[src/rtl/tcdm_sched_pkg.sv]
// Shared types for the TCDM cache request scheduler: default payload widths and the
// per-request payload bundle that is multiplexed onto the cache port.
package tcdm_sched_pkg;

  localparam int unsigned ADDR_WIDTH = 32;
  localparam int unsigned DATA_WIDTH = 32;
  localparam int unsigned BE_WIDTH   = DATA_WIDTH / 8;

  typedef struct packed {
    logic                  we;
    logic [BE_WIDTH-1:0]   be;
    logic [ADDR_WIDTH-1:0] addr;
    logic [DATA_WIDTH-1:0] wdata;
  } req_payload_t;

endpackage

[src/rtl/tcdm_idx_fifo.sv]
// In-order FIFO of requester indices for granted transactions still awaiting rvalid.
// Push into a full FIFO and pop from an empty one are ignored.
module tcdm_idx_fifo #(
  parameter int unsigned DEPTH = 2,
  parameter int unsigned WIDTH = 2
) (
  input  logic                         clk_i,
  input  logic                         rst_ni,
  input  logic                         push_i,
  input  logic [WIDTH-1:0]             data_i,
  input  logic                         pop_i,
  output logic [WIDTH-1:0]             data_o,
  output logic                         full_o,
  output logic                         empty_o,
  output logic [$clog2(DEPTH+1)-1:0]   count_o
);
  localparam int unsigned PW = (DEPTH > 1) ? $clog2(DEPTH) : 1;
  localparam int unsigned CW = $clog2(DEPTH+1);

  logic [DEPTH-1:0][WIDTH-1:0] mem_q;
  logic [PW-1:0]               wr_ptr_q, rd_ptr_q;
  logic [CW-1:0]               cnt_q;
  logic                        do_push, do_pop;

  // Pointers wrap explicitly so non-power-of-two depths work.
  function automatic logic [PW-1:0] inc(input logic [PW-1:0] p);
    return (p == PW'(DEPTH-1)) ? '0 : p + 1'b1;
  endfunction

  assign full_o  = (cnt_q == CW'(DEPTH));
  assign empty_o = (cnt_q == '0);
  assign do_push = push_i & ~full_o;
  assign do_pop  = pop_i & ~empty_o;
  assign data_o  = mem_q[rd_ptr_q];
  assign count_o = cnt_q;

  always_ff @(posedge clk_i or negedge rst_ni) begin
    if (!rst_ni) begin
      mem_q    <= '0;
      wr_ptr_q <= '0;
      rd_ptr_q <= '0;
      cnt_q    <= '0;
    end else begin
      if (do_push) begin
        mem_q[wr_ptr_q] <= data_i;
        wr_ptr_q        <= inc(wr_ptr_q);
      end
      if (do_pop) rd_ptr_q <= inc(rd_ptr_q);
      case ({do_push, do_pop})
        2'b10:   cnt_q <= cnt_q + 1'b1;
        2'b01:   cnt_q <= cnt_q - 1'b1;
        default: cnt_q <= cnt_q;
      endcase
    end
  end

endmodule

[src/rtl/tcdm_cache_req_scheduler.sv]
// Round-robin arbiter with lock-in sharing one OBI/TCDM cache port; an index FIFO
// of granted transactions routes each in-order rvalid back to its issuer.
module tcdm_cache_req_scheduler
  import tcdm_sched_pkg::*;
#(
  parameter int unsigned NR_PORTS        = 4,
  parameter int unsigned MAX_OUTSTANDING = 2,
  parameter int unsigned ADDR_WIDTH      = tcdm_sched_pkg::ADDR_WIDTH,
  parameter int unsigned DATA_WIDTH      = tcdm_sched_pkg::DATA_WIDTH,
  parameter int unsigned BE_WIDTH        = tcdm_sched_pkg::BE_WIDTH
) (
  input  logic                                 clk_i,
  input  logic                                 rst_ni,
  input  logic [NR_PORTS-1:0]                  req_i,
  output logic [NR_PORTS-1:0]                  gnt_o,
  input  logic [NR_PORTS-1:0]                  we_i,
  input  logic [NR_PORTS-1:0][BE_WIDTH-1:0]    be_i,
  input  logic [NR_PORTS-1:0][ADDR_WIDTH-1:0]  addr_i,
  input  logic [NR_PORTS-1:0][DATA_WIDTH-1:0]  wdata_i,
  output logic [NR_PORTS-1:0]                  rvalid_o,
  output logic [DATA_WIDTH-1:0]                rdata_o,
  output logic                                 err_o,
  output logic                                 req_o,
  input  logic                                 gnt_i,
  output logic                                 we_o,
  output logic [BE_WIDTH-1:0]                  be_o,
  output logic [ADDR_WIDTH-1:0]                addr_o,
  output logic [DATA_WIDTH-1:0]                wdata_o,
  input  logic                                 rvalid_i,
  input  logic [DATA_WIDTH-1:0]                rdata_i,
  input  logic                                 err_i,
  output logic [$clog2(MAX_OUTSTANDING+1)-1:0] outstanding_o,
  output logic                                 protocol_err_o
);
  localparam int unsigned IW = $clog2(NR_PORTS);

  logic [IW-1:0] rr_ptr_q, locked_idx_q, sel, head;
  logic          lock_q, sel_vld, hs, pop, full, empty;
  req_payload_t  pl;

  // While locked the pending request is replayed untouched, whatever else is requesting.
  always_comb begin
    sel     = '0;
    sel_vld = 1'b0;
    if (lock_q) begin
      sel     = locked_idx_q;
      sel_vld = 1'b1;
    end else begin
      for (int k = 0; k < NR_PORTS; k++) begin
        if (!sel_vld && req_i[(int'(rr_ptr_q) + k) % NR_PORTS]) begin
          sel     = IW'((int'(rr_ptr_q) + k) % NR_PORTS);
          sel_vld = 1'b1;
        end
      end
    end
  end

  // Gated on FIFO space only; no pop bypass keeps rvalid_i off the req_o path.
  assign req_o = sel_vld & ~full;
  assign hs    = req_o & gnt_i;
  assign pop   = rvalid_i & ~empty;

  always_comb begin
    pl = '0;
    if (req_o) pl = '{we: we_i[sel], be: be_i[sel], addr: addr_i[sel], wdata: wdata_i[sel]};
  end

  assign we_o    = pl.we;
  assign be_o    = pl.be;
  assign addr_o  = pl.addr;
  assign wdata_o = pl.wdata;

  always_comb begin
    gnt_o    = '0;
    rvalid_o = '0;
    if (hs)  gnt_o[sel]     = 1'b1;
    if (pop) rvalid_o[head] = 1'b1;
  end

  assign rdata_o = rdata_i;
  assign err_o   = err_i;

  always_ff @(posedge clk_i or negedge rst_ni) begin
    if (!rst_ni) begin
      rr_ptr_q       <= '0;
      lock_q         <= 1'b0;
      locked_idx_q   <= '0;
      protocol_err_o <= 1'b0;
    end else begin
      if (hs) begin
        rr_ptr_q <= (sel == IW'(NR_PORTS-1)) ? '0 : sel + 1'b1;
        lock_q   <= 1'b0;
      end else if (req_o) begin
        lock_q       <= 1'b1;
        locked_idx_q <= sel;
      end
      if (rvalid_i && empty) protocol_err_o <= 1'b1;
    end
  end

  tcdm_idx_fifo #(
    .DEPTH (MAX_OUTSTANDING),
    .WIDTH (IW)
  ) i_idx_fifo (
    .clk_i   (clk_i),
    .rst_ni  (rst_ni),
    .push_i  (hs),
    .data_i  (sel),
    .pop_i   (pop),
    .data_o  (head),
    .full_o  (full),
    .empty_o (empty),
    .count_o (outstanding_o)
  );

endmodule

[config.mk]
export PLATFORM = sky130hd
export DESIGN_NAME = tcdm_cache_req_scheduler
export DESIGN_NICKNAME = d
export VERILOG_FILES = /design/src/rtl/tcdm_sched_pkg.sv /design/src/rtl/tcdm_idx_fifo.sv /design/src/rtl/tcdm_cache_req_scheduler.sv
export SDC_FILE = /design/constraint.sdc
export NUM_CORES = 1
export LEC_CHECK = 0
export ABC_AREA = 1
export BUFFER_PORTS_ARGS = -buffer_cell sky130_fd_sc_hd__buf_2
export CAP_MARGIN = 25
export CELL_PAD_IN_SITES_DETAIL_PLACEMENT = 1
export CELL_PAD_IN_SITES_GLOBAL_PLACEMENT = 1
export CORE_AREA = 10 10 159 161
export DETAILED_ROUTE_END_ITERATION = 12
export DIE_AREA = 0 0 169 171
export GPL_TIMING_DRIVEN = 0
export PLACE_DENSITY_LB_ADDON = 0.1
export SYNTH_ARGS = -nofsm -noshare
export SYNTH_HDL_FRONTEND = slang
export SYNTH_HIERARCHICAL = 1
export SYNTH_SLANG_ARGS = --single-unit
[constraint.sdc]
create_clock -name clk_i -period 4.65 [get_ports clk_i]
set_input_delay 0.2325 -clock clk_i [delete_from_list [all_inputs] [get_ports clk_i]]
set_output_delay 0.2325 -clock clk_i [all_outputs]
set_load 0.01 [all_outputs]
# Word-level counts from Yosys, hierarchy flattened

Index checks and enable logic that the tools add are counted.

Register bits after elaboration: 14
Bits of input ports: 317
Logic and storage cells: 101

Multiplexer cells: 47
Bitwise gates (word level): 8
$lt $le $gt $ge: 11
Reduce and logical (&&, ||, !) cells: 14
Eq/ne operators: 4
Add/subtract/negate cells: 8

Operator list:

| kind                  | count |
|---|---|
| $bmux W32 S2          | 2 |
| $mux W69              | 1 |
| $mux W32              | 2 |
| $mux W1               | 19 |
| $lt A2 B3 Y1 const B  | 6 |
| $mux W2               | 9 |
| $mux W4               | 3 |
| $bmux W1 S2           | 5 |
| $bmux W4 S2           | 1 |
| $logic_and A1 B1 Y1   | 7 |
| $add A2 B1 Y2 const B | 3 |
| $eq A2 B2 Y1 const B  | 3 |
| $and A1 B1 Y1         | 5 |
| $add A2 B2 Y2 const B | 2 |
| $bwmux W4             | 1 |
| $demux W1 S2          | 2 |
| $ge A2 B1 Y1 const B  | 2 |
| $lt A1 B2 Y1 const B  | 2 |
| $pmux W2 S2           | 1 |
| $reduce_bool A2 Y1    | 2 |
| $logic_not A1 Y1      | 3 |
| $not A1 Y1            | 3 |
| $add A1 B1 Y1 const B | 2 |
| $demux W2 S1          | 1 |
| other kinds (5)       | 5 |

# Longest topological paths before layout

Gate-level depths: netlist of run 1.

Depth after elaboration: 21
Mapped depth: 18
Gate-level depth less buffers: 16

# Cells and area by module

Netlist of run 1, hierarchy kept.

Modules (own cells, without submodules):

| module                   | sequential area each (um2) | area each (um2) | times used | cells each |
|---|---|---|---|---|
| tcdm_cache_req_scheduler | 150.1                      | 4,217.8         | 1          | 908 |
| tcdm_idx_fifo            | 200.2                      | 416.6           | 1          | 54 |

# Worst setup path after synthesis of run 1

No wires, ideal clock.

Path kind: register to register
From: reg rr_ptr_q[0]
To: reg i_idx_fifo.cnt_q[1] (netlist: i_idx_fifo/count_o[1])
Clock period less this slack: 2.328 ns
Data arrival time: 2.211 ns
Path buffers: 1
Library setup time: 0.117 ns
Stages on the path, launching flop included: 17
Path slack: 2.322 ns
Cell sequence: dfrtp_1 -> buf_6 -> inv_6 -> nand2_2 -> nand2_4 -> nand2_2 -> nand2_1 -> nor2_4 -> nand4_1 -> nand2_1 -> nor2_1 -> nand2_1 -> ha_1 -> inv_1 -> nand3_1 -> nand2_1 -> nand2_1

Longest elaborated chain between the ends: 21
Elaborated cells on any way between the ends: 32
Those cells by class: add/sub (3); eq/ne (2); mux (17); bitwise (3); reduce/logical (7)

Ends and longest elaborated chain:

| item                                              | line                           | text |
|---|---|---|
| start, declared                                   | tcdm_cache_req_scheduler.sv:37 | `logic [IW-1:0] rr_ptr_q, locked_idx_q, sel, head;` |
| start signal, assigned                            | tcdm_cache_req_scheduler.sv:91 | `rr_ptr_q <= (sel == IW'(NR_PORTS-1)) ? '0 : sel + 1'b1;` |
| $bmux W1 S2                                       | tcdm_cache_req_scheduler.sv:50 | `if (!sel_vld && req_i[(int'(rr_ptr_q) + k) % NR_PORTS]) begin` |
| $mux W1 (not written as such)                     | tcdm_cache_req_scheduler.sv:50 |  |
| $mux W1                                           | tcdm_cache_req_scheduler.sv:50 |  |
| $mux W1                                           | tcdm_cache_req_scheduler.sv:45 | `if (lock_q) begin` |
| $logic_not A1 Y1                                  | tcdm_cache_req_scheduler.sv:50 |  |
| $logic_and A1 B1 Y1                               | tcdm_cache_req_scheduler.sv:50 |  |
| $mux W1                                           | tcdm_cache_req_scheduler.sv:50 |  |
| $mux W1                                           | tcdm_cache_req_scheduler.sv:45 |  |
| (+6 left out)                                     | -                              |  |
| $mux W1 *                                         | tcdm_cache_req_scheduler.sv:50 |  |
| $mux W1 *                                         | tcdm_cache_req_scheduler.sv:45 |  |
| $and A1 B1 Y1 *                                   | tcdm_cache_req_scheduler.sv:59 | `assign req_o = sel_vld & ~full;` |
| $and A1 B1 Y1 *                                   | tcdm_cache_req_scheduler.sv:60 | `assign hs = req_o & gnt_i;` |
| via hs                                            | tcdm_cache_req_scheduler.sv:38 | `logic lock_q, sel_vld, hs, pop, full, empty;` |
| $and A1 B1 Y1 *                                   | tcdm_idx_fifo.sv:32            | `assign do_push = push_i & ~full_o;` |
| $eq A2 B1 Y1 or $eq A2 B2 Y1 (tied branches)      | tcdm_idx_fifo.sv:49            | `case ({do_push, do_pop})` |
| $pmux W2 S2 or $reduce_bool A2 Y1 (tied branches) | -                              |  |
| end signal, assigned                              | tcdm_idx_fifo.sv:50            | `2'b10: cnt_q <= cnt_q + 1'b1;` |
| end signal, assigned                              | tcdm_idx_fifo.sv:51            | `2'b01: cnt_q <= cnt_q - 1'b1;` |
| end signal, assigned                              | tcdm_idx_fifo.sv:52            | `default: cnt_q <= cnt_q;` |
| end, declared                                     | tcdm_idx_fifo.sv:22            | `logic [CW-1:0] cnt_q;` |

The timed path passes the listed nets; every way through them passes the cells marked *. The select of a mux whose other input is x is not followed.
A chain may end at the register's enable or synchronous reset.

# Worst setup path after layout of run 1

From: reg rr_ptr_q[0]
To: out gnt_o[2]

Elaborated cells on any way between the ends: 38
Those cells by class: add/sub (3); order compare (2); mux (24); bitwise (2); reduce/logical (7)

RTL lines:

| item                          | line                           | text |
|---|---|---|
| $bmux W1 S2                   | tcdm_cache_req_scheduler.sv:50 |  |
| $mux W1 (not written as such) | tcdm_cache_req_scheduler.sv:50 |  |
| $mux W1                       | tcdm_cache_req_scheduler.sv:50 |  |
| $mux W1                       | tcdm_cache_req_scheduler.sv:45 |  |
| $logic_not A1 Y1              | tcdm_cache_req_scheduler.sv:50 |  |
| $logic_and A1 B1 Y1           | tcdm_cache_req_scheduler.sv:50 |  |
| $mux W1                       | tcdm_cache_req_scheduler.sv:50 |  |
| $mux W1                       | tcdm_cache_req_scheduler.sv:45 |  |
| (+4 left out)                 | -                              |  |
| $logic_not A1 Y1              | tcdm_cache_req_scheduler.sv:50 |  |
| $logic_and A1 B1 Y1           | tcdm_cache_req_scheduler.sv:50 |  |
| $mux W1 *                     | tcdm_cache_req_scheduler.sv:50 |  |
| $mux W1 *                     | tcdm_cache_req_scheduler.sv:45 |  |
| $and A1 B1 Y1 *               | tcdm_cache_req_scheduler.sv:59 |  |
| $and A1 B1 Y1 *               | tcdm_cache_req_scheduler.sv:60 |  |
| via hs                        | tcdm_cache_req_scheduler.sv:38 |  |
| $mux W4 *                     | tcdm_cache_req_scheduler.sv:76 | `if (hs) gnt_o[sel] = 1'b1;` |
| end, declared                 | tcdm_cache_req_scheduler.sv:15 | `output logic [NR_PORTS-1:0] gnt_o,` |

Marks and branches as above.

==> results of run 1 <==
layout make-up:
cell class	count	area share
Sequential cell	14	0.0495
Tap cell	285	0.0504
Antenna cell	6	0.00212
Inverter	174	0.0930
Clock buffer	3	0.0106
Timing Repair Buffer	398	0.282
Buffer	101	0.0880
Multi-Input combinational cell	673	0.424
logic make-up after synthesis:
kind of cell / count (synthesis) / synth area share
adder cells (fa/ha/maj): 2 / 0.00540
AO/OA/AOI/OAI: 80 / 0.0886
buffers and inverters: 275 / 0.276
flip-flops: 14 / 0.0756
AND/OR/NAND/NOR: 590 / 0.552
XOR/XNOR: 1 / 0.00189
per-layer routing:
| metal | wire length, microns | share of wire | GRT usage | vias up |
|---|---|---|---|---|
| li1 | - | - | - | 3752 |
| met5 | 47 | 0.0015 | 0 | - |
| met3 | 2160 | 0.070 | 0.0484 | 20 |
| met2 | 15600 | 0.51 | 0.357 | 258 |
| met4 | 330 | 0.011 | 0.0259 | 6 |
| met1 | 12700 | 0.41 | 0.231 | 3365 |
critical path: stages (launching register included):
cell,delay (ns)
dfrtp_1,0.36
buf_6,0.15
inv_6,0.09
nand2_2,0.06
nand2_4,0.09
nand2_2,0.05
nand2_1,0.10
nor2_4,0.06
nand4_1,0.06
nand2_1,0.32
nor2_1,0.73
nand2_1,0.23
nor2_1,0.13
buf_2,0.15
synthesized netlist by cell type (all sizes together):
master,n
nand2,350
nand3,220
inv,174
buf,75
a21oi,69
clkbuf,26
dfrtp,14
o21ai,10
nor2,9
nand4,6
nor3,5
ha,2
a21o,1
xnor2,1
report_power, final:
| group | total, uW | leakage (uW) | switching (uW) | internal [uW] |
|---|---|---|---|---|
| Sequential | 224 | 0.000170 | 45.5 | 178 |
| Combinational | 6500 | 0.00447 | 4250 | 2250 |
| Clock | 158 | 0.0000370 | 45.7 | 112 |
state kept, by name, indices dropped and copies added, names as in the netlist:
signal	cells
i_idx_fifo/mem_q	4
protocol_err_o	1
lock_q	1
i_idx_fifo/rd_ptr_q	1
locked_idx_q	2
rr_ptr_q	2
i_idx_fifo/wr_ptr_q	1
i_idx_fifo/count_o	2
cell usage in the layout (no fill, tap or decap):
cell           netlist  routed
nand3_2              2       2
nand2_1            342     342
o21ai_0              8       8
nand3_1            218     218
nand4_1              6       6
dfrtp_1             14      14
dlygate4sd3_1        0       1
inv_2                6       6
nor3_1               5       5
nor2_1               8       8
xnor2_1              1       1
ha_1                 2       2
inv_1              167     167
a21o_1               1       1
o21ai_2              2       2
buf_4               40      40
nor2_4               1       1
nand2_2              6       6
nand2_4              2       2
a21oi_1             69      69
clkbuf_16            0       3
buf_6                8       8
buf_2               27     424
inv_6                1       1
diode_2              0       6
clkbuf_1            26      26
path summary, 6_finish.rpt:
path	end	from	depth (start not counted)	slack, ns
max in group asynchronous	lock_q$_DFFE_PN0P_	rst_ni	2	3.98
worst min-delay path	protocol_err_o$_DFFE_PN0P_	rvalid_i	2	0.22
worst max-delay path	gnt_o[2]	rr_ptr_q[0]$_DFFE_PN0P_	13	1.58
worst min register to register	protocol_err_o$_DFFE_PN0P_	protocol_err_o$_DFFE_PN0P_	1	0.45
worst max register to register	i_idx_fifo/count_o[1]$_DFFE_PN0P_	rr_ptr_q[0]$_DFFE_PN0P_	16	1.66
min in group asynchronous	protocol_err_o$_DFFE_PN0P_	rst_ni	2	0.42
through the flow:
stage | worst slack, ns | instances
2_1_floorplan | 2.32 | 962
3_3_place_gp | 1.66 | 1644
3_5_place_dp | 1.61 | 1644
4_1_cts | 1.53 | 1648
5_1_grt | 1.25 | 1653
6_report | 1.58 | 1654
repair_timing:
action / 4_1_cts / 5_1_grt
resized for setup: 0 / 0
setup buffers: 0 / 0
endpoints found under the hold margin: 14 / 0
hold buffers: 1 / 0
==> summary.md, run 1 <==
| Metric | Value |
|---|---|
| Layout area overhead | 52.7% |
| Rel. slew slack | 0.479 |
| CTS tree | yes |
| Seq/Total Area, Yosys | 0.0756 |
| Crit path kind | flop to primary output |
| Total power | around 6900 uW |
| Initial antenna violation count | 9 |
| Outcome | complete, no violations |
| First-pass GRT wire length | between 40000 and 50000 microns |
| Area of the multi-input gates | ~3000 sq um |
| Clk buf depth | 2 |
| Die area | approximately 29000 sq um |
| Leading area contributor after synthesis | nand2_1 |
| Synthesis warning total | 6 |
| Via count | approximately 7400 |
| Pleak | 0.00467 uW |
| Total global-route track usage | 0.196 |
| Core area | 22200 sq um |
| Syn nets | 1281 |
| RSZ-0062 raised after global routing | no |
| CP startpoint kind | flop |
| Chip Width | roughly 170 microns |
| # rows | 55 |
| # setup viols final | 0 |
| Syn_area_per_cell | 4.82 sq um |
| Dpl cell area | around 7000 sq um |
| Hold WC Path Type | primary input to flop |
| Fill count | ~3200 |
| Share of cells above drive strength 1 | 0.363 |
| Vias in the first global route | 7678 |
| Hold_ws | 0.219 ns |
| Iteration-0 DRC Markers | roughly 430 |
| Post-synth top area share | 0.277 |
| # H-tree levels | 1 |
| MaxCap Viol Count | 0 |
| Synth Register Bits | 14 |
| ANT nets after route | 0 |
| Peak supply drop | just under 0.4 mV |
| Clock sink count | 14 |
| Required time worst endpoint | about 4.4 ns |
| Cell area power density | slightly below 1000 nW/um^2 |
| Setup TNS | 0 ns |
| Port Buf Inserts | just under 400 |
| # DRC | 0 |
| Finished Cell Area | approximately 7000 sq um |
| CTS buffer count | 3 |
| Synthesized netlist cell count | 962 |
| Fin crit period | a little over 3 ns |
| Max-slew violation count | 0 |
| Hold Vio Cnt, Final | 0 |
| Initial core utilization | 0.208 |
| Post-synth cell types | 23 |
| Area contributors post-synth | nand2_1 (28%), nand3_1 (24%), inv_1 (14%) |
| Root buf cell | clkbuf_16 |
| Vias per cell | approximately 4.5 |
| IO Count | 431 |
| Crit share post-route | 0.660 |
| CP endpoint kind | primary output |
| Max Clock Skew | between 0.0006 and 0.0007 ns |
| FMAX | approximately 330 MHz |
| DRT Wirelength | about 30000 microns |
| Die height | about 170 microns |
| Post-DP HPWL | approximately 26000 microns |
| Reg clk slew, reported paths | roughly 0.040 ns |
| Crit Path Max Fanout | 12 |
| GRT Residual Overflow | 0 |
| Fin util | 0.318 |
| Cell Area, Synth | about 4600 sq um |
| Final-stage net count | between 1500 and 2000 |
| Clk Latency, worst-skew pair | 0.24 ns |
| Worst slew pin tran | just under 0.8 ns |
| Storage cell area | 350 sq um |
| DR pass1 iterations | 5 |
| Largest net degree at the start of global routing | 15 |
| GPL Wtd Cong | 0.860 |
| Wire per inst | between 15 and 20 microns |
| Worst Path Arrival | between 2 and 3 ns |
No activity file was read; power rests on OpenSTA's default activity.
==> inputs of run 2 (changes only) <==
--- a/config.mk
+++ b/config.mk
@@ -5,14 +5,14 @@
 export SDC_FILE = /design/constraint.sdc
 export NUM_CORES = 1
 export LEC_CHECK = 0
-export ABC_AREA = 1
+export ABC_AREA = 0
 export BUFFER_PORTS_ARGS = -buffer_cell sky130_fd_sc_hd__buf_2
 export CAP_MARGIN = 25
 export CELL_PAD_IN_SITES_DETAIL_PLACEMENT = 1
 export CELL_PAD_IN_SITES_GLOBAL_PLACEMENT = 1
-export CORE_AREA = 10 10 159 161
+export CORE_AREA = 10 10 157 159
 export DETAILED_ROUTE_END_ITERATION = 12
-export DIE_AREA = 0 0 169 171
+export DIE_AREA = 0 0 167 169
 export GPL_TIMING_DRIVEN = 0
 export PLACE_DENSITY_LB_ADDON = 0.1
 export SYNTH_ARGS = -nofsm -noshare
==> constraint.sdc (replaced) <==
create_clock -name clk_i -period 2.8 [get_ports clk_i]
set_input_delay 0.14 -clock clk_i [delete_from_list [all_inputs] [get_ports clk_i]]
set_output_delay 0.14 -clock clk_i [all_outputs]
set_load 0.01 [all_outputs]
==> summary.md, run 2 <==
| Metric | Value |
|---|---|
| Outcome | complete, no violations |
| # H-tree levels | 1 (unchanged) |
| Area contributors post-synth | mux2i_1 (43%), o22ai_1 (12%), dfrtp_1 (11%) |
| Syn nets | 670 (-48%) |
| # setup viols final | 0 (unchanged) |
| Clk Latency, worst-skew pair | 0.24 ns (about the same) |
| Worst slew pin tran | 0.547 ns (-0.232 ns) |
| Worst path most repeated cell | buf_6 |
| Post-synthesis mux area share | 0.469 (+0.469) |
| Hold-fix buffers, CTS | 1 (unchanged) |
| Max Clock Skew | 0.00813 ns (+0.00748 ns) |
| Synthesized-area fraction occupied by adder cells | 0.00782 (+0.00242) |
| Cell area power density | 1200 nW/um^2 (+24%) |
| Seq/Total Area, Yosys | 0.109 (+0.0338) |
| Core area | 21600 sq um (-3.0%) |
| Synthesized netlist cell count | 351 (-64%) |
| CP startpoint kind | flop |
| Crit Path Max Fanout | 10 (-2) |
| Worst-path cell chain | nand2_1 > nor3b_1 > o221a_1 > buf_4 > buf_6 > buf_6 > mux2i_1 > o22ai_1 > buf_2 |
| Commonest cells after routing, fill and taps aside | buf_2 (408), mux2i_1 (138), o22ai_1 (59) |
| Clock sink count | 14 (unchanged) |
| Synth Register Bits | 14 (unchanged) |
| Dpl cell area | 5540 sq um (-21%) |
| Critical path's largest stage delay | 0.43 ns (-0.30 ns) |
| Vias in the first global route | 5082 (-34%) |
| Hold Vio Cnt, Final | 0 (unchanged) |
| Worst slack, placed | 0.438 ns (-1.17 ns) |
| Slowest CP cell | dfrtp_1 |
| Fill count | 2705 (-16%) |
| Via count | 4472 (-40%) |
| Post-synth top area share | 0.431 (+0.154) |
| IO Count | 431 (unchanged) |
| # DRC | 0 (unchanged) |
| # rows | 54 (-1.8%) |
| Synthesis warning total | 6 (unchanged) |
| Fin crit period | ~2.6 ns |
| Cell Area, Synth | 3200 sq um (-31%) |
| Clk buf depth | 2 (unchanged) |
| Crit path kind | flop to primary output |
| Hold WC Path Type | primary input to flop |
| Storage cell area | 350 sq um (unchanged) |
| Crit share post-route | 0.926 |
| Peak supply drop | 0.332 mV (-14%) |
| Reg clk slew, reported paths | 0.05 ns (about the same) |
| Share of cells above drive strength 1 | 0.645 (+0.282) |
| Final setup margin | 0.206 ns (-1.38 ns) |
| Initial core utilization | 0.149 (-0.0599) |
| PostCTS Resize Cnt | 0 (unchanged) |
| Most common cell after layout, fill and taps aside | buf_2 |
| Leading area contributor after synthesis | mux2i_1 |
| MaxCap Viol Count | 0 (unchanged) |
| Most frequent cell after synthesis | mux2i_1 |
| Top cell family by delay on the critical path | buffers and inverters |
| Post-DP HPWL | 20500 microns (-22%) |
| Top reg by flops | i_idx_fifo/mem_q |
| Worst Path Arrival | 2.45 ns (-0.39 ns) |
| DR pass1 iterations | 4 (-1) |
| Post-synth top cells | mux2i_1 (138), o22ai_1 (59), buf_4 (36) |
| Finished Cell Area | 5630 sq um (-20%) |
| Synth Area in XOR/XNOR | 0.0137 (+0.0118) |
| Wire per inst | 22.3 microns (+20%) |
| ANT nets after route | 0 (unchanged) |
| CP endpoint kind | primary output |
| Initial antenna violation count | 3 (-6) |
| Compound-Gate Fraction of Synth Area | 0.187 (+0.0986) |
| Chip Width | 167 microns (-1.2%) |
| Simple logic cell fraction of the synthesized area | 0.0563 (-0.496) |
| Top FF cell, synth | dfrtp_1 |
| GPL Wtd Cong | 0.865 (+0.53%) |
| Post-synth EDFFs | 0 (unchanged) |
| DRT Wirelength | 23100 microns (-25%) |
| Root buf cell | clkbuf_16 |
| Post-synth cell types | 37 (+61%) |
| Rel. slew slack | 0.636 (+0.156) |
| Iteration-0 DRC Markers | 96 (-78%) |
| Port Buf Inserts | 397 (unchanged) |
| Layout area overhead | 75.9% |
| Die area | 28200 sq um (-2.3%) |
| Number of flip-flops in the largest register | 4 (unchanged) |
| Area of the multi-input gates | 2350 sq um (-22%) |
| Total power | 6770 uW (-1.6%) |
| Total global-route track usage | 0.148 (-0.0476) |
| RSZ-0062 raised after global routing | no |
| Syn_area_per_cell | 9.12 sq um (+89%) |
| Largest net degree at the start of global routing | 15 (unchanged) |
| GRT Residual Overflow | 0 (unchanged) |
| First-pass GRT wire length | 32900 microns (-27%) |
| Ys async rst share | 1.00 (unchanged) |
| Die height | 169 microns (-1.2%) |
| Setup TNS | 0 ns (unchanged) |
| Final-stage net count | 1073 (-36%) |
| Setup Fix Bufs, Post-CTS | 0 (unchanged) |
| CTS tree | yes |
| FMAX | ~390 MHz |
| CTS buffer count | 3 (unchanged) |
| Vias per cell | 4.32 (-3.4%) |
| Required time worst endpoint | 2.66 ns (-1.76 ns) |
| Pleak | 0.00330 uW (-29%) |
| Critical path buffer and inverter count | 4 (+1) |
| Largest family of logic cells by synthesized area | multiplexers |
| Max-slew violation count | 0 (unchanged) |
-- run 2: changes by cell type after synthesis, sizes merged, moves of 21 or more --
| cell | previous run | this run |
|---|---|---|
| a21oi | 69 | 2 |
| clkbuf | 26 | 5 |
| inv | 174 | 6 |
| mux2i | 0 | 138 |
| nand2 | 350 | 7 |
| nand3 | 220 | 0 |
| o22ai | 0 | 69 |
-- run 2: worst paths after layout --
kind                                                    from  cells after the start  slack, ns                                end
setup / recovery                     rr_ptr_q[1]$_DFFE_PN0P_                      9       0.21                         addr_o[31]
hold / removal                                      rvalid_i                      2       0.12         protocol_err_o$_DFFE_PN0P_
min in group asynchronous                             rst_ni                      2       0.33         protocol_err_o$_DFFE_PN0P_
max in group asynchronous                             rst_ni                      2       2.21                 lock_q$_DFFE_PN0P_
setup reg to reg           i_idx_fifo/count_o[0]$_DFFE_PN0P_                     10       0.57  i_idx_fifo/count_o[1]$_DFFE_PN0P_
hold reg to reg                   protocol_err_o$_DFFE_PN0P_                      1       0.45         protocol_err_o$_DFFE_PN0P_
-- run 2: cell type report --
type                            count  share of cell area
Antenna cell                        3             0.00133
Buffer                             64              0.0851
Clock buffer                        3              0.0133
Inverter                            6             0.00400
Multi-Input combinational cell    267               0.417
Sequential cell                    14              0.0622
Tap cell                          280              0.0622
Timing Repair Buffer              398               0.355
-- run 2: per-layer routing --
layer  up-vias  GRT usage  wire, microns
met3        18     0.0435           1900
li1       2122          -              -
met2       242      0.291          12400
met5         -          0             12
met4         2     0.0191            233
met1      2088      0.155           8530
-- run 2: power breakdown --
part / switching, uW / internal (uW) / leakage, uW / total, uW
Sequential: 91.1 / 305 / 0.000162 / 396
Clock: 79.0 / 187 / 0.0000370 / 266
Combinational: 3410 / 2690 / 0.00311 / 6100
-- run 2: cells by family (layout without fill, tap and decap cells) --
logic type,after synthesis,in the layout
multiplexers,148,148
AO/OA/AOI/OAI,82,82
buffers and inverters,70,471
AND/OR/NAND/NOR,30,30
flip-flops,14,14
XOR/XNOR,5,5
adder cells (fa/ha/maj),2,2
other,0,3
-- run 2: worst reg2reg max path, stage by stage, from the launching register on --
cell and delay, ns:
dfrtp_1 0.44, nand2b_4 0.19, inv_1 0.08, a21oi_1 0.34, nand2_1 0.22, inv_1 0.17, nand2_1 0.11, ha_1 0.21
xnor2_1 0.15, nor2_1 0.07, xor2_1 0.13
-- run 2: through the flow --
| step | hold slack, ns | std cells | utilization |
|---|---|---|---|
| 2_1_floorplan | -0.156 | 351 | - |
| 3_3_place_gp | 0.0541 | 1028 | 0.257 |
| 3_5_place_dp | 0.0641 | 1028 | 0.257 |
| 4_1_cts | 0.119 | 1032 | 0.261 |
| 5_1_grt | 0.145 | 1033 | 0.261 |
| 6_report | 0.119 | 1035 | 0.261 |
==> inputs of run 3 (changes only) <==
--- a/config.mk
+++ b/config.mk
@@ -6,7 +6,7 @@
 export NUM_CORES = 1
 export LEC_CHECK = 0
 export ABC_AREA = 0
-export BUFFER_PORTS_ARGS = -buffer_cell sky130_fd_sc_hd__buf_2
+export BUFFER_PORTS_ARGS = -buffer_cell sky130_fd_sc_hd__buf_4
 export CAP_MARGIN = 25
 export CELL_PAD_IN_SITES_DETAIL_PLACEMENT = 1
 export CELL_PAD_IN_SITES_GLOBAL_PLACEMENT = 1
==> summary.md, run 3 (synthesis gave the netlist of run 2 again) <==
| Metric | Value |
|---|---|
| Outcome | complete, no violations |
| First-pass GRT wire length | 34600 microns (+5.1%) |
| Number of flip-flops in the largest register | 4 (unchanged) |
| Clk Latency, worst-skew pair | 0.24 ns (about the same) |
| Root buf cell | clkbuf_16 |
| Die area | 28200 sq um (unchanged) |
| Required time worst endpoint | 2.66 ns (about the same) |
| Final-stage net count | 1073 (unchanged) |
| # rows | 54 (unchanged) |
| Peak supply drop | 0.414 mV (+25%) |
| Setup Fix Bufs, Post-CTS | 0 (unchanged) |
| IO Count | 431 (unchanged) |
| Storage cell area | 350 sq um (unchanged) |
| Crit Path Max Fanout | 10 (unchanged) |
| Met1 Usage GRT | 0.169 (+0.0138) |
| Max Clock Skew | 0.00312 ns (-0.00501 ns) |
| DRT Wirelength | 24300 microns (+5.4%) |
| Iteration-0 DRC Markers | 141 (+47%) |
| Chip Width | 167 microns (unchanged) |
| Clk buf depth | 2 (unchanged) |
| Max-slew violation count | 0 (unchanged) |
| Rel. slew slack | 0.620 (-0.0157) |
| CP startpoint kind | flop |
| Setup TNS | 0 ns (unchanged) |
| Post-DP HPWL | 21300 microns (+4.4%) |
| Die height | 169 microns (unchanged) |
| Core area | 21600 sq um (unchanged) |
| CP endpoint kind | primary output |
| MaxCap Viol Count | 0 (unchanged) |
| Fill count | 2574 (-4.8%) |
| Share of cells above drive strength 1 | 0.647 (+0.00180) |
| M3 GR Usage | 0.0496 (+0.00602) |
| FMAX | 394 MHz (+2.1%) |
| Clock sink count | 14 (unchanged) |
| Final setup margin | 0.260 ns (+0.0538 ns) |
| Hold WC Path Type | primary input to flop |
| CTS tree | yes |
| CTS buffer count | 3 (unchanged) |
| Dpl cell area | 6530 sq um (+18%) |
| Crit path kind | flop to primary output |
| Initial core utilization | 0.149 (unchanged) |
| N_diodes | 0 (-3) |
| DR pass1 iterations | 4 (unchanged) |
| Layer with the highest usage | met2 |
| Fin util | 0.308 (+0.0466) |
| RSZ-0062 raised after global routing | no |
| Top reg by flops | i_idx_fifo/mem_q |
| Finished Cell Area | 6640 sq um (+18%) |
| Largest net degree at the start of global routing | 15 (unchanged) |
| Worst slack, placed | 0.340 ns (-0.0975 ns) |
| GRT Residual Overflow | 0 (unchanged) |
| Layout area overhead | 107% |
| Cell area power density | 1130 nW/um^2 (-5.7%) |
| Commonest cells after routing, fill and taps aside | buf_4 (433), mux2i_1 (138), o22ai_1 (59) |
| Fin crit period | 2.54 ns (-0.0538 ns) |
| Area of the multi-input gates | 2350 sq um (+0.21%) |
| Crit share post-route | 0.907 (-0.0192) |
| Reg clk slew, reported paths | 0.05 ns (about the same) |
| Worst slew pin tran | 0.570 ns (+0.0236 ns) |
| Hold Vio Cnt, Final | 0 (unchanged) |
| Via count | 4454 (-0.40%) |
| GR Util met2 | 0.303 (+0.0117) |
| Pleak | 0.00363 uW (+9.9%) |
| Wire per inst | 23.6 microns (+5.6%) |
| ANT nets after route | 0 (unchanged) |
| Most common cell after layout, fill and taps aside | buf_4 |
| Initial antenna violation count | 0 (-3) |
| # H-tree levels | 1 (unchanged) |
| Port Buf Inserts | 397 (unchanged) |
| Vias per cell | 4.31 (-0.21%) |
| GPL Wtd Cong | 0.848 (-1.9%) |
| Total global-route track usage | 0.157 (+0.00854) |
| Vias in the first global route | 5054 (-0.55%) |
| # DRC | 0 (unchanged) |
| # setup viols final | 0 (unchanged) |
| Worst Path Arrival | 2.40 ns (-0.05 ns) |
## run 3: cell count changes in the layout (fill, tap and decap cells not counted)
cell      change
buf_4       +397
nor3b_2       +1
diode_2       -3
buf_2       -397
nor3b_1       -1
clkbuf_8      +1
## run 3: worst max-delay path, cell delays in order (launching register included)
cell,delay (ns)
dfrtp_1,0.42
nand2_1,0.10
nor3b_2,0.20
o221a_1,0.22
buf_4,0.17
buf_6,0.19
buf_6,0.22
mux2i_1,0.31
o22ai_1,0.14
buf_4,0.17
## run 3: worst paths after layout
path	start	to	slack, ns	depth (start not counted)
worst max-delay path	rr_ptr_q[1]$_DFFE_PN0P_	addr_o[31]	0.26	9
worst min-delay path	rvalid_i	protocol_err_o$_DFFE_PN0P_	0.11	2
worst max register to register	i_idx_fifo/count_o[0]$_DFFE_PN0P_	i_idx_fifo/count_o[1]$_DFFE_PN0P_	0.54	9
worst min register to register	protocol_err_o$_DFFE_PN0P_	protocol_err_o$_DFFE_PN0P_	0.46	1
max in group asynchronous	rst_ni	lock_q$_DFFE_PN0P_	2.34	2
min in group asynchronous	rst_ni	i_idx_fifo/count_o[1]$_DFFE_PN0P_	0.29	2
## run 3: final cells by class
class	count	area share
Buffer	64	0.0722
Inverter	6	0.00339
Tap cell	280	0.0528
Timing Repair Buffer	398	0.451
Clock buffer	4	0.0134
Sequential cell	14	0.0528
Multi-Input combinational cell	267	0.355
## run 3: what timing repair did
item,CTS,global route
setup endpoints to repair,0,2
gates resized for setup,0,1
hold buffers,1,0
endpoints found under the hold margin,14,0
## run 3: where the power goes
group,switching [uW],internal [uW],total (uW)
Sequential,93.8,305,398
Combinational,3520,3300,6820
Clock,82.9,216,299
## run 3: routing by layer
layer	routed length, microns	vias to the layer above
li1	-	2115
met1	8870	2085
met2	13200	246
met3	2100	8
met4	165	0
met5	0	-
## run 3: per-stage QoR
| stage | hold slack [ns] | total power (uW) | instances |
|---|---|---|---|
| final | 0.108 | 7520 | 1033 |
| after global routing | 0.119 | 8110 | 1033 |
| after global placement | -0.000482 | 7320 | 1028 |
| after CTS | 0.104 | 7710 | 1033 |
| after detailed placement | 0.00626 | 7390 | 1028 |
| after floorplan | -0.156 | 4370 | 351 |
